==> src/rtl/router_pkg.sv <==
// Shared definitions for the router output-port packet reader.
// Header layout is {len[7:2], addr[1:0]}; one parity byte follows the payload.
// Helpers pull the header fields so callers never hard-code bit positions.
package router_pkg;

  localparam int BYTE_W       = 8;
  localparam int HDR_LEN_W    = 6;
  localparam int HDR_ADDR_W   = 2;
  localparam int HDR_LEN_LSB  = 2;
  localparam int HDR_ADDR_LSB = 0;

  // Reader phase: which byte the next FIFO read (or the pending one) belongs to.
  typedef enum logic [1:0] {
    ST_IDLE    = 2'd0,  // between packets, next read is a header
    ST_HDR     = 2'd1,  // header read in flight, length not yet known
    ST_PAYLOAD = 2'd2,  // payload reads outstanding
    ST_PARITY  = 2'd3   // all payload requested, next read is the parity byte
  } rd_state_t;

  // Tag carried with the single in-flight read so the arriving byte is routed correctly.
  typedef enum logic [1:0] {
    BT_HDR      = 2'd0,
    BT_PAY      = 2'd1,
    BT_PAY_LAST = 2'd2,
    BT_PAR      = 2'd3
  } byte_kind_t;

  function automatic logic [HDR_LEN_W-1:0] hdr_len(input logic [BYTE_W-1:0] hdr);
    return hdr[HDR_LEN_LSB +: HDR_LEN_W];
  endfunction

  function automatic logic [HDR_ADDR_W-1:0] hdr_addr(input logic [BYTE_W-1:0] hdr);
    return hdr[HDR_ADDR_LSB +: HDR_ADDR_W];
  endfunction

endpackage

==> src/rtl/router_skid_buf.sv <==
// Two-entry output FIFO between the packet reader and the downstream valid/ready port.
// Latency: a pushed entry is visible on vld_o/dat_o the cycle after the push.
// Backpressure: head entry held stable while rdy_i=0; full_o tells the writer to stop.
module router_skid_buf #(
  parameter int W = 9
) (
  input  logic         clock,
  input  logic         reset,
  input  logic         push_i,
  input  logic [W-1:0] push_dat_i,
  output logic         vld_o,
  output logic [W-1:0] dat_o,
  input  logic         rdy_i,
  output logic [1:0]   cnt_o,
  output logic         full_o
);

  logic [W-1:0] mem_q [2];
  logic         wr_ptr_q;
  logic         rd_ptr_q;
  logic [1:0]   cnt_q;
  logic         pop;
  logic         push_ok;

  assign vld_o   = (cnt_q != 2'd0);
  assign full_o  = (cnt_q == 2'd2);
  assign dat_o   = mem_q[rd_ptr_q];
  assign cnt_o   = cnt_q;
  assign pop     = vld_o && rdy_i;
  // A push into a full buffer is only safe when the head leaves in the same cycle.
  assign push_ok = push_i && (!full_o || pop);

  // Storage, pointers and occupancy; entries clear on reset so the head reads as zero.
  always_ff @(posedge clock or posedge reset) begin
    if (reset) begin
      mem_q[0] <= '0;
      mem_q[1] <= '0;
      wr_ptr_q <= 1'b0;
      rd_ptr_q <= 1'b0;
      cnt_q    <= 2'd0;
    end else begin
      if (push_ok) begin
        mem_q[wr_ptr_q] <= push_dat_i;
        wr_ptr_q        <= ~wr_ptr_q;
      end
      if (pop) begin
        rd_ptr_q <= ~rd_ptr_q;
      end
      case ({push_ok, pop})
        2'b10:   cnt_q <= cnt_q + 2'd1;
        2'b01:   cnt_q <= cnt_q - 2'd1;
        default: cnt_q <= cnt_q;
      endcase
    end
  end

endmodule

==> src/rtl/router_pkt_reader.sv <==
// Drains one router output FIFO: parses header/payload/parity, forwards payload, keeps stats.
// Latency: a FIFO byte reaches m_data 2 cycles after its read_enb; pkt_done 1 cycle after parity.
// Backpressure: m_ready low fills the 2-entry buffer, after which read_enb is held low.
module router_pkt_reader
  import router_pkg::*;
#(
  parameter logic [HDR_ADDR_W-1:0] PORT_ID = 2'd0,
  parameter int                    CNT_W   = 16
) (
  input  logic                 clock,
  input  logic                 reset,
  input  logic                 vld_out,
  input  logic [BYTE_W-1:0]    data_out,
  output logic                 read_enb,
  output logic [BYTE_W-1:0]    m_data,
  output logic                 m_valid,
  output logic                 m_last,
  input  logic                 m_ready,
  output logic [HDR_LEN_W-1:0] pkt_len,
  output logic                 pkt_done,
  output logic                 parity_err,
  output logic                 addr_err,
  output logic [CNT_W-1:0]     pkt_count,
  output logic [CNT_W-1:0]     err_count
);

  localparam logic [CNT_W-1:0]     CNT_ONE = {{(CNT_W-1){1'b0}}, 1'b1};
  localparam logic [CNT_W-1:0]     CNT_MAX = '1;
  localparam logic [HDR_LEN_W-1:0] LEN_ONE = {{(HDR_LEN_W-1){1'b0}}, 1'b1};
  localparam logic [HDR_LEN_W-1:0] LEN_ZERO = '0;

  rd_state_t             state_q;
  byte_kind_t            kind_q;
  logic                  inflight_q;
  logic [HDR_LEN_W-1:0]  rem_q;
  logic [BYTE_W-1:0]     par_acc_q;
  logic                  addr_bad_q;
  logic [HDR_LEN_W-1:0]  pkt_len_q;
  logic                  pkt_done_q;
  logic                  parity_err_q;
  logic                  addr_err_q;
  logic [CNT_W-1:0]      pkt_count_q;
  logic [CNT_W-1:0]      err_count_q;

  logic                  rd_req;
  logic                  buf_push;
  logic                  buf_full;
  logic [1:0]            buf_cnt;
  logic [1:0]            occ_sum;
  logic [BYTE_W:0]       buf_dat;
  logic                  parity_bad;

  // Bytes already committed to the buffer: stored entries plus the one arriving now.
  assign occ_sum    = buf_cnt + {1'b0, inflight_q};
  assign parity_bad = (par_acc_q != data_out);
  assign buf_push   = inflight_q && ((kind_q == BT_PAY) || (kind_q == BT_PAY_LAST));

  // Pop request: only when the FIFO has data, the current phase needs a byte and the buffer has room.
  always_comb begin
    rd_req = 1'b0;
    if (vld_out && !buf_full) begin
      case (state_q)
        ST_IDLE:    rd_req = !inflight_q;        // wait for the previous parity byte to land
        ST_HDR:     rd_req = 1'b0;               // length unknown until the header arrives
        ST_PAYLOAD: rd_req = (occ_sum < 2'd2);
        ST_PARITY:  rd_req = 1'b1;
        default:    rd_req = 1'b0;
      endcase
    end
  end

  assign read_enb = rd_req && !reset;

  // Reader FSM: issue side advances the phase, arrival side parses the byte returned by the last read.
  always_ff @(posedge clock or posedge reset) begin
    if (reset) begin
      state_q      <= ST_IDLE;
      kind_q       <= BT_HDR;
      inflight_q   <= 1'b0;
      rem_q        <= LEN_ZERO;
      par_acc_q    <= '0;
      addr_bad_q   <= 1'b0;
      pkt_len_q    <= LEN_ZERO;
      pkt_done_q   <= 1'b0;
      parity_err_q <= 1'b0;
      addr_err_q   <= 1'b0;
      pkt_count_q  <= '0;
      err_count_q  <= '0;
    end else begin
      pkt_done_q   <= 1'b0;
      parity_err_q <= 1'b0;
      addr_err_q   <= 1'b0;
      inflight_q   <= rd_req;

      if (rd_req) begin
        case (state_q)
          ST_IDLE: begin
            kind_q  <= BT_HDR;
            state_q <= ST_HDR;
          end
          ST_PAYLOAD: begin
            rem_q <= rem_q - LEN_ONE;
            if (rem_q == LEN_ONE) begin
              kind_q  <= BT_PAY_LAST;
              state_q <= ST_PARITY;
            end else begin
              kind_q  <= BT_PAY;
            end
          end
          ST_PARITY: begin
            kind_q  <= BT_PAR;
            state_q <= ST_IDLE;
          end
          default: begin
            kind_q <= kind_q;
          end
        endcase
      end

      // No read is issued in ST_HDR, so header arrival never races the issue side.
      if (inflight_q) begin
        case (kind_q)
          BT_HDR: begin
            par_acc_q  <= data_out;
            pkt_len_q  <= hdr_len(data_out);
            rem_q      <= hdr_len(data_out);
            addr_bad_q <= (hdr_addr(data_out) != PORT_ID);
            state_q    <= (hdr_len(data_out) == LEN_ZERO) ? ST_PARITY : ST_PAYLOAD;
          end
          BT_PAY, BT_PAY_LAST: begin
            par_acc_q <= par_acc_q ^ data_out;
          end
          BT_PAR: begin
            pkt_done_q   <= 1'b1;
            parity_err_q <= parity_bad;
            addr_err_q   <= addr_bad_q;
            if (pkt_count_q != CNT_MAX) begin
              pkt_count_q <= pkt_count_q + CNT_ONE;
            end
            if ((parity_bad || addr_bad_q) && (err_count_q != CNT_MAX)) begin
              err_count_q <= err_count_q + CNT_ONE;
            end
          end
          default: begin
            par_acc_q <= par_acc_q;
          end
        endcase
      end
    end
  end

  router_skid_buf #(
    .W (BYTE_W + 1)
  ) u_obuf (
    .clock      (clock),
    .reset      (reset),
    .push_i     (buf_push),
    .push_dat_i ({(kind_q == BT_PAY_LAST), data_out}),
    .vld_o      (m_valid),
    .dat_o      (buf_dat),
    .rdy_i      (m_ready),
    .cnt_o      (buf_cnt),
    .full_o     (buf_full)
  );

  assign m_data     = buf_dat[BYTE_W-1:0];
  assign m_last     = buf_dat[BYTE_W];
  assign pkt_len    = pkt_len_q;
  assign pkt_done   = pkt_done_q;
  assign parity_err = parity_err_q;
  assign addr_err   = addr_err_q;
  assign pkt_count  = pkt_count_q;
  assign err_count  = err_count_q;

endmodule

==> config.mk <==
export PLATFORM = sky130hd
export DESIGN_NAME = router_pkt_reader
export DESIGN_NICKNAME = d
export VERILOG_FILES = /design/src/rtl/router_pkg.sv /design/src/rtl/router_skid_buf.sv /design/src/rtl/router_pkt_reader.sv
export SDC_FILE = /design/constraint.sdc
export NUM_CORES = 1
export LEC_CHECK = 0
export BUFFER_PORTS_ARGS = -buffer_cell sky130_fd_sc_hd__buf_2
export CELL_PAD_IN_SITES_DETAIL_PLACEMENT = 0
export CELL_PAD_IN_SITES_GLOBAL_PLACEMENT = 1
export CORE_ASPECT_RATIO = 0.7
export CORE_MARGIN = 8
export CORE_UTILIZATION = 43
export DETAILED_ROUTE_END_ITERATION = 12
export PLACE_DENSITY_LB_ADDON = 0.12
export SLEW_MARGIN = 20
export SYNTH_ARGS = -nofsm -noshare
export SYNTH_HDL_FRONTEND = slang
export SYNTH_SLANG_ARGS = --single-unit
export TNS_END_PERCENT = 10
==> constraint.sdc <==
create_clock -name clock -period 8.4 [get_ports clock]
set_input_delay 2.52 -clock clock [delete_from_list [all_inputs] [get_ports clock]]
set_output_delay 2.52 -clock clock [all_outputs]
set_load 0.05 [all_outputs]
-- After elaboration in Yosys (flattened, before gate mapping)
Cells that the tools add are included.
Widths: inputs -> output; s select.
- flip-flop bits (word level): 83
- output and inout port bits: 52
- logic and storage cells: 100
- order comparisons: 4
- bitwise gates (word level): 5
- equal/unequal tests: 13
- add/subtract/negate cells: 6
- reductions and logical operators: 27
- multiplexer cells: 28
- operators with widths (kind ; count):
    $mux 9 ; 4
    $add 16x1->16 const B ; 2
    $ne 16x16->1 const B ; 2
    $mux 6 ; 4
    $bwmux 18 ; 1
    $pmux 8 s2 ; 1
    $eq 2x2->1 const B ; 6
    $pmux 2 s3 ; 2
    $mux 2 ; 5
    $demux 9 s1 ; 1
    $mux 1 ; 8
    $ne 8x8->1 ; 1
    $reduce_bool 2->1 ; 4
    $xor 8x8->8 ; 1
    $logic_and 1x1->1 ; 7
    $eq 2x1->1 const B ; 3
    $eq 6x1->1 const B ; 1
    $logic_not 6->1 ; 1
    $reduce_and 2->1 ; 3
    $reduce_and 3->1 ; 2
    $sub 6x1->6 const B ; 1
    $ge 2x2->1 const B ; 2
    $logic_not 2->1 ; 2
    $not 1->2 ; 2
    other kinds (12) ; 17

-- Logic depth before layout (Yosys ltp)
- word-level depth: 7
- mapped depth: 8
- gate-level depth less buffers: 7

-- By module
Synthesis repeated with hierarchy kept, for this count alone.
- cell total of the unflattened synthesis: 372
- area total of the unflattened synthesis: 4053.9 µm²
- by module, submodules not included (module ; times used ; area each (µm²) ; cells each):
    router_pkt_reader ; 1 ; 3057.9 ; 305
    router_skid_buf ; 1 ; 996.0 ; 67

-- Worst setup path before layout
Ideal clock, no wire load.
- path type: input -> output
- from: in vld_out
- to: out read_enb
- path slack: 2.167 ns
- buffers on the path: 0
- stages: 2
- arrival: 3.713 ns
- data required time: 5.880 ns
- cells stage by stage: o211ai_4 -> nor3_1
- word-level cells in the longest chain between the ends: 3
- RTL lines (item ; line ; source):
    from (decl) ; router_pkt_reader.sv:12 ; input logic vld_out,
    $logic_and 1x1->1 ; router_pkt_reader.sv:61 ; if (vld_out && !buf_full) begin
    $mux 1 ; router_pkt_reader.sv:61 ;
    $logic_and 1x1->1 ; router_pkt_reader.sv:72 ; assign read_enb = rd_req && !reset;
    to (decl) ; router_pkt_reader.sv:14 ; output logic read_enb,
Every way passes these cells.

-- Worst setup path after layout
Same ends and word-level chain as after synthesis.

==> run metrics <==
leakage power roughly 0.0022 uW; maximum vdd drop about 0.00026 V; Remaining DRCs 0; antenna violations before repair 0; Most Frequent Cell on Critical Path buf_2; # hold bufs at CTS 0; HP Class reg2reg; drt first pass iters 4; H-tree levels 3; fmax 175 MHz; worst r2r src kind_q[1]; worst hold path stage count 2; area grow syn2layout 18.5%; final wirelength between 8000 and 9000 um; post-layout min period around 5.7 ns; post-synthesis cell area approximately 0.0040 mm2; proportion of layout cells with a drive suffix above 1 between 20% and 30%; gr usage total 14.4%; clk slew on worst S/H paths ~0.060 ns; IO buf count 63; fraction of registers with async set/reset 100%; Rel. slew slack between 40% and 50%; synthesized area per cell between 10 and 15 um2; clock sink total 83; ant diodes 0; total power between 1500 and 2000 uW; storage element area ~0.0021 mm2; total CTS buffers 9; vias in the first global route ~2800; Fin Clk Skew roughly 0.0071 ns; period utilization 68.2%; die width between 100 and 150 um; Cell Chain, Critical Path buf_2 > o211ai_4 > nor3_1 > buf_2; # IOs between 60 and 70; prevailing post-synth register cell dfrtp_1; FF-to-FF End pkt_count[14]; R2R setup slack 6.22 ns; commonest non-fill, non-tap cells in the layout dfrtp_1, buf_2, nand2_1; Routed wire per std cell around 16 um; Post-layout nets around 460; final slew viol count 0; Largest stage delay, worst path roughly 0.29 ns; Filler cells around 820; Crit path arrival time between 3 and 4 ns; CTS tree done; synth warn 0; GPL Wtd Cong ~0.74; Min-Delay Endpoint pkt_len[1]; Clock Tree Buf Depth 2; syn nets 403; max-cap viol count 0; vias per cell 5.13; row count 29; Mapped Cells 382; sequential fraction of the synthesis area 51.4%; commonest non-fill, non-tap cell in the layout dfrtp_1; root buffer cell clkbuf_16; first-pass GRT wire length roughly 15000 um; Worst Tran Pin Value 0.761 ns; Post-synth EDFFs 0; CORE AREA 0.00911 mm2; Initial DRC Count roughly 270; DPL Wire Length 6190 um; critical path data required time 5.88 ns; Final Hold Violating Endpoints 0; total grt overflow 0; kind of critical path in2out; min-delay src pkt_len[1]; CTS resizes 0; pin count of the biggest net entering global routing 84; synth unique cells between 40 and 50; Die Outline Area 0.0128 mm2; Multi-input gate area ~0.0019 mm2; height of the die just under 100 um; Slowest cell on crit path buf_2; Crit. End Element primary output; RSZ-0062 raised after global routing no; vias between 2000 and 3000; R2R depth 7; outcome completed; Post CTS Setup Buffer Count 0; Starting Density 44.4%; final setup fails 0; ANT nets after route 0; Clk Latency, worst-skew pair ~0.33 ns; CP max FO 7; register bit total from synthesis slightly above 80; setup tns final 0 ns; PwrDens about 370 mW/mm2; crit start category primary input
[state kept, by name (all words and copies together) (netlist names)]
signal / cells
addr_bad_q: 1
addr_err: 1
err_count: 16
inflight_q: 1
kind_q: 2
par_acc_q: 8
parity_err: 1
pkt_count: 16
pkt_done: 1
pkt_len: 6
rem_q: 6
state_q: 2
u_obuf.cnt_o: 2
u_obuf.mem_q: 18
u_obuf.rd_ptr_q: 1
u_obuf.wr_ptr_q: 1
[power breakdown]
part | leakage (uW) | switching, uW | internal [uW]
combinational | 0.000989 | 440 | 251
clock | 0.000159 | 156 | 276
sequential | 0.00107 | 115 | 523
total | 0.00222 | 712 | 1050
[how the worst max path moves through the flow]
stage                 start  endpoint  slack [ns]  cells after the start
CTS                 vld_out  read_enb        2.67                      4
global route        vld_out  read_enb        2.63                      4
detailed placement  vld_out  read_enb        2.68                      4
floorplan           vld_out  read_enb        2.17                      2
global placement    vld_out  read_enb        2.68                      4
finish              vld_out  read_enb        2.67                      4
[metal layers]
layer  up-vias  GRT usage [%]  routed length [um]
met5         -              0                   0
met4         0           4.49                  79
met3         6           4.60                 361
met2        52           18.5                3590
met1      1433           21.7                4900
li1       1440              -                   -
[per-stage QoR]
step	util [%]	area (um2)	hold WS [ns]	std cells	setup slack (ns)
detailed placement	48.9	4460	0.458	555	2.68
global route	52.6	4790	0.506	571	2.63
finish	52.6	4790	0.474	571	2.67
floorplan	-	4040	0.446	382	2.17
global placement	48.9	4460	0.458	555	2.68
CTS	52.6	4790	0.484	571	2.67
[kinds of logic after synthesis]
logic type | count (synthesis) | share of synthesized area, %
buffers and inverters | 24 | 2.41
AND/OR/NAND/NOR | 150 | 18.5
XOR/XNOR | 42 | 9.10
multiplexers | 31 | 8.73
AO/OA/AOI/OAI | 43 | 7.06
adder cells (fa/ha/maj) | 9 | 2.79
flip-flops | 83 | 51.4
[cells in the mapped netlist (all sizes together) (5+ instances only)]
| cell type | number | share of area [%] |
|---|---|---|
| nor4 | 5 | 0.77 |
| nor3 | 5 | 0.62 |
| o22ai | 8 | 1.2 |
| clkbuf | 8 | 0.74 |
| nor2 | 30 | 3.0 |
| dfrtp | 83 | 51 |
| mux2 | 31 | 8.7 |
| inv | 8 | 0.74 |
| a21oi | 18 | 2.6 |
| buf | 7 | 0.84 |
| nand4 | 9 | 1.4 |
| xnor2 | 38 | 8.2 |
| ha | 9 | 2.8 |
| nand3 | 20 | 2.5 |
| and3 | 13 | 2.0 |
| o21ai | 5 | 0.62 |
| nand2 | 48 | 4.5 |
[area by class of cell]
class | instances | share of cell area, %
clock inverter | 4 | 1.51
clock buffer | 12 | 5.35
multi-input combinational | 275 | 39.0
tap | 124 | 3.24
timing repair buffer | 64 | 6.82
sequential | 83 | 43.4
inverter | 9 | 0.731
[worst max-delay path, delay by kind of cell]
kind,cells,cell delay (ns)
buf+inv,2,0.39
simple gates,1,0.18
compound gates,1,0.12
(Power assumes the default switching activity.)
